### src/rtl/piso_serializer.sv
// Parallel-in serial-out shifter with a valid/ready load port and back-to-back framing.
// Optional PISO_PARITY_EN appends one even-parity bit after the data bits of each frame.
module piso_serializer #(
    parameter int WIDTH     = 8,
    parameter bit MSB_FIRST = 1'b1
) (
    input  logic             clk,
    input  logic             rst_n,
    input  logic             load_valid,
    output logic             load_ready,
    input  logic [WIDTH-1:0] load_data,
    output logic             so,
    output logic             so_valid,
    output logic             so_last,
    output logic             busy
);

    localparam int CW = $clog2(WIDTH + 1);

`ifdef PISO_PARITY_EN
    typedef enum logic [1:0] {IDLE, SHIFT, PARITY} state_t;
    logic parity;
`else
    typedef enum logic [0:0] {IDLE, SHIFT} state_t;
`endif

    state_t           state;
    logic [WIDTH-1:0] shreg;
    logic [CW-1:0]    cnt;
    logic             accept;
    logic             first_bit;
    logic             next_bit;
    logic [WIDTH-1:0] loaded_shift;
    logic [WIDTH-1:0] shifted;

    // so_last marks the final bit cycle, which is exactly when a chained word may be taken
    always_comb begin
        load_ready   = (state == IDLE) || so_last;
        accept       = load_valid && load_ready;
        first_bit    = MSB_FIRST ? load_data[WIDTH-1] : load_data[0];
        next_bit     = MSB_FIRST ? shreg[WIDTH-1] : shreg[0];
        loaded_shift = MSB_FIRST ? (load_data << 1) : (load_data >> 1);
        shifted      = MSB_FIRST ? (shreg << 1) : (shreg >> 1);
    end

    assign busy = so_valid;

    always_ff @(posedge clk or negedge rst_n) begin
        if (!rst_n) begin
            state    <= IDLE;
            shreg    <= '0;
            cnt      <= '0;
            so       <= 1'b0;
            so_valid <= 1'b0;
            so_last  <= 1'b0;
`ifdef PISO_PARITY_EN
            parity   <= 1'b0;
`endif
        end else if (accept) begin
            // First bit leaves on the accepting edge; cnt holds the bits still to come
            state    <= SHIFT;
            shreg    <= loaded_shift;
            cnt      <= CW'(WIDTH - 1);
            so       <= first_bit;
            so_valid <= 1'b1;
            so_last  <= 1'b0;
`ifdef PISO_PARITY_EN
            parity   <= ^load_data;
`endif
        end else begin
            case (state)
                SHIFT: begin
                    if (cnt != '0) begin
                        so    <= next_bit;
                        shreg <= shifted;
                        cnt   <= cnt - CW'(1);
`ifdef PISO_PARITY_EN
                        so_last <= 1'b0;
`else
                        so_last <= (cnt == CW'(1));
`endif
                    end else begin
`ifdef PISO_PARITY_EN
                        state   <= PARITY;
                        so      <= parity;
                        so_last <= 1'b1;
`else
                        state    <= IDLE;
                        so       <= 1'b0;
                        so_valid <= 1'b0;
                        so_last  <= 1'b0;
`endif
                    end
                end
`ifdef PISO_PARITY_EN
                PARITY: begin
                    state    <= IDLE;
                    so       <= 1'b0;
                    so_valid <= 1'b0;
                    so_last  <= 1'b0;
                end
`endif
                default: begin
                    state    <= IDLE;
                    so       <= 1'b0;
                    so_valid <= 1'b0;
                    so_last  <= 1'b0;
                end
            endcase
        end
    end

endmodule

### config.mk
export PLATFORM = sky130hd
export DESIGN_NAME = piso_serializer
export DESIGN_NICKNAME = d
export VERILOG_FILES = /design/src/rtl/piso_serializer.sv
export SDC_FILE = /design/constraint.sdc
export NUM_CORES = 1
export LEC_CHECK = 0
export ABC_AREA = 1
export CAP_MARGIN = 25
export CORE_ASPECT_RATIO = 1.1
export CORE_MARGIN = 3
export CORE_UTILIZATION = 35
export CTS_BUF_LIST = sky130_fd_sc_hd__clkbuf_4 sky130_fd_sc_hd__clkbuf_8 sky130_fd_sc_hd__clkbuf_16
export CTS_CLUSTER_DIAMETER = 50
export DETAILED_ROUTE_END_ITERATION = 10
export SETUP_SLACK_MARGIN = 0.05
export SLEW_MARGIN = 20
export SYNTH_ARGS = -nofsm -noshare
export SYNTH_HDL_FRONTEND = slang
export SYNTH_SLANG_ARGS = --single-unit
### constraint.sdc
create_clock -name clk -period 2.7 [get_ports clk]
set_input_delay 0.54 -clock clk [delete_from_list [all_inputs] [get_ports clk]]
set_output_delay 0.54 -clock clk [all_outputs]
set_load 0.02 [all_outputs]
==> results list <==
- Average detailed-routed wire length per instance: 9.72 µm
- Counting flops with an async set or reset pin after synthesis yields a share of 100%.
- Hold_buf cts: 0
- No sink is reached through more buffers than the 2 on the longest clock path.
* Clock slew seen by the registers of the worst setup and hold paths: 90 ps
- Layout cell share with drive strength beyond 1: 9.65%
- Area used by multi-input combinational logic: 320 µm²
- Based on the critical path, the design can be clocked at up to 517 MHz.
- Cell count after synthesis: 98
* Total negative setup slack: 0 ps
* H-tree lvl count: 1
* Depth of the worst register-to-register path: 8
* Number of core rows: 16
- Post-synthesis register bit count: 15
- The run finished with clean final reports.
* Standard cell core area: 0.00190 mm²
- Total number of clock tree sinks: 15
- Warning count from the yosys run: 0
* Sequential fraction of the synthesis area: 49.8%
* Antenna Nets Post-Route: 0
- # nets final: 128
* Congestion Overflow GR: 0
- Global routing consumed, on the met1 layer, 15.4% of the routing resources.
- Final-report max-slew violation count: 0
- The startpoint identified for the worst register-to-register timing path is cnt[0].
- For this block, the via count after detailed routing is 628.
- The hold violation count in the final report is 0.
* Required time at the endpoint of the critical path: 2160 ps
- Final clock skew: 1.10 ps
- Post-synthesis net count: 111
- The number of clock buffers added by TritonCTS is 3.
- For met3 alone, demand over resource in global routing was 2.72%.
- EDFF count, synth: 0
* Worst IR drop on VDD: 0.000462 V
* Mapped Area: 753 µm²
- Before antenna repair, the detailed router went through 4 iterations.
- Met2 usage in global routing: 18.9%
- Measured against its own limit, the worst slew margin works out to 53.7%.
- The number of antenna diodes in the final layout is 0.
* Post-layout minimum cycle time: 1930 ps
- The number of different library cells used by synthesis comes to 16.
- Antenna violations before repair: 0
* # port buffers: 15
- Data arrival, critical path: 1390 ps
- Setup slack on the worst reg-to-reg path comes out at 1220 ps.
- STA classifies the critical path startpoint as a register.
- The die is 50.2 µm wide.
* Number of vias per cell after detailed routing: 4.45
- Setup Slack @ Placement: 768 ps
- The most used flip-flop cell after synthesis is sky130_fd_sc_hd__dfrtp_1.
- Ranked by instance count, the synthesized netlist is headed by sky130_fd_sc_hd__nand2_1 (59), sky130_fd_sc_hd__dfrtp_1 (15), sky130_fd_sc_hd__inv_1 (5).
* Detailed placer's ending HPWL: 1010 µm
- sky130_fd_sc_hd__nand2_1 is the most common cell in the netlist.
* Clock tree from TritonCTS: done
* Maximum number of pins on one net before global-route repair: 16
- After clock tree synthesis, the setup repair step added 0 buffers.
- Biggest area consumer among synthesized cells: sky130_fd_sc_hd__dfrtp_1
- Total Die Area: 0.00275 mm²
- Setup repair after global routing left no endpoint under its margin.
- Across all hold checks on the routed design, the worst slack comes to 486 ps.
- Die height: 54.7 µm
- The initial utilization of the core area, before any placement, comes to 39.6%.
- Worst-margin pin slew: 692 ps
* Leading cell types by total area after synthesis: sky130_fd_sc_hd__dfrtp_1 (50%), sky130_fd_sc_hd__nand2_1 (29%), sky130_fd_sc_hd__ha_1 (3.3%)
- I/O pin count: 16
- Clk_lat worst skew: 280 ps
* Final cycle utilization of the critical path: 71.6%
* Leakage component of the power: 0.512 nW
- RD Place Congestion: 0.819
* Crit path max fanout: 3
- The number of global-route vias before repair was 583.
- Count of max-cap constraint violations: 0
- Global-route wire length before repair: 2470 µm
- In the routed design, unresolved DRC markers number 0.
* Nature of the critical path endpoint: primary output
- Setup violations remaining at the end of the flow were counted as 0.
* Layout overhead on the synthesized area: 24.4%
* Global routing's busiest layer: met2
* Pwr per Cell Area: 1130 mW/mm²
* Area fraction of the dominant cell type after synthesis: 49.8%
- The cell sitting at the root of the clock tree is a sky130_fd_sc_hd__clkbuf_4.
- Category of the critical setup timing path: register to primary output
* Initial DRC Count: 14
- Counting the fill cells in the layout gives 186.
- Tracing the worst setup path back leads to its startpoint at state.
- For this run, the total global-route usage over all layers was measured as 12.1%.
* Crit path capture: load_ready
* Mean area per synthesized cell: 7.69 µm²
- Number of cells on the worst hold path: 2
- Across the whole layout, storage elements account for 375 µm².
- # resized after CTS: 0
- Slack of the critical path: 767 ps
* Total Wirelength: 1370 µm
* Hold WC Path Type: register to register
* FF-to-FF End: shreg[2]
-- layout by cell type (no fill, tap or decap) --
master and count:
sky130_fd_sc_hd__nand4_1 1, sky130_fd_sc_hd__nand2_1 59, sky130_fd_sc_hd__clkinv_2 1, sky130_fd_sc_hd__nor2_2 1, sky130_fd_sc_hd__nand2_2 2, sky130_fd_sc_hd__nor2_1 2, sky130_fd_sc_hd__xor2_1 1, sky130_fd_sc_hd__clkdlybuf4s50_1 15
sky130_fd_sc_hd__dfrtp_1 15, sky130_fd_sc_hd__inv_1 5, sky130_fd_sc_hd__a21oi_1 1, sky130_fd_sc_hd__o21ai_2 2, sky130_fd_sc_hd__inv_2 1, sky130_fd_sc_hd__ha_1 2, sky130_fd_sc_hd__nand3_1 2, sky130_fd_sc_hd__clkbuf_4 4
-- worst max-delay path: stages, from the launching register on --
cell	delay [ps]
sky130_fd_sc_hd__dfrtp_1	410
sky130_fd_sc_hd__nand2_1	100
sky130_fd_sc_hd__clkdlybuf4s50_1	610
-- cell type report --
type                    count  area share [%]
clock buffers               4            3.20
inverters                   7            2.94
multi-input cells          73            34.2
flip-flops and latches     15            40.1
well taps                  27            3.60
repair buffers             15            16.0
-- per-layer routing --
| metal | vias to the layer above | wire length (µm) |
|---|---|---|
| met5 | - | 0 |
| met4 | 0 | 14 |
| met3 | 2 | 70 |
| met2 | 15 | 634 |
| met1 | 284 | 651 |
| li1 | 327 | - |
-- where the power goes --
| group | switching, W | internal, W | total, W |
|---|---|---|---|
| clock network | 0.0000711 | 0.0000673 | 0.000138 |
| logic | 0.000329 | 0.000207 | 0.000536 |
| registers | 0.0000604 | 0.000322 | 0.000382 |
-- metrics by stage --
| step | cells | power [W] | instance area [µm²] | utilization [%] |
|---|---|---|---|---|
| finish | 141 | 0.00106 | 937 | 49.3 |
| global route | 141 | 0.00117 | 937 | 49.3 |
| CTS | 141 | 0.00108 | 937 | 49.3 |
| detailed placement | 137 | 0.000930 | 907 | 47.7 |
| global placement | 137 | 0.000926 | 907 | 47.7 |
| floorplan | 98 | 0.000805 | 753 | - |
-- worst min path at each step --
| stage | from | endpoint | slack [ps] |
|---|---|---|---|
| 6_report | shreg[1] | shreg[1] | 490 |
| 2_1_floorplan | rst_n | busy | 240 |
| 4_1_cts | shreg[4] | shreg[4] | 490 |
| 5_1_grt | shreg[4] | shreg[4] | 530 |
| 3_5_place_dp | shreg[4] | shreg[4] | 470 |
| 3_3_place_gp | shreg[3] | shreg[3] | 470 |
-- state kept, by name (all words and copies together), names as in the netlist --
| register | flops |
|---|---|
| so_last | 1 |
| cnt | 4 |
| shreg | 7 |
| busy | 1 |
| so | 1 |
| state | 1 |
-- kinds of logic after synthesis --
group | Yosys count | share of synthesized area, %
DFF | 15 | 49.8
buffers and inverters | 10 | 7.64
AOI/OAI and AO/OA | 3 | 2.99
adders and majority gates | 2 | 3.32
and+or+nand+nor | 67 | 35.1
xor gates and xnor gates | 1 | 1.16
No activity file was read; power rests on OpenSTA's default activity.
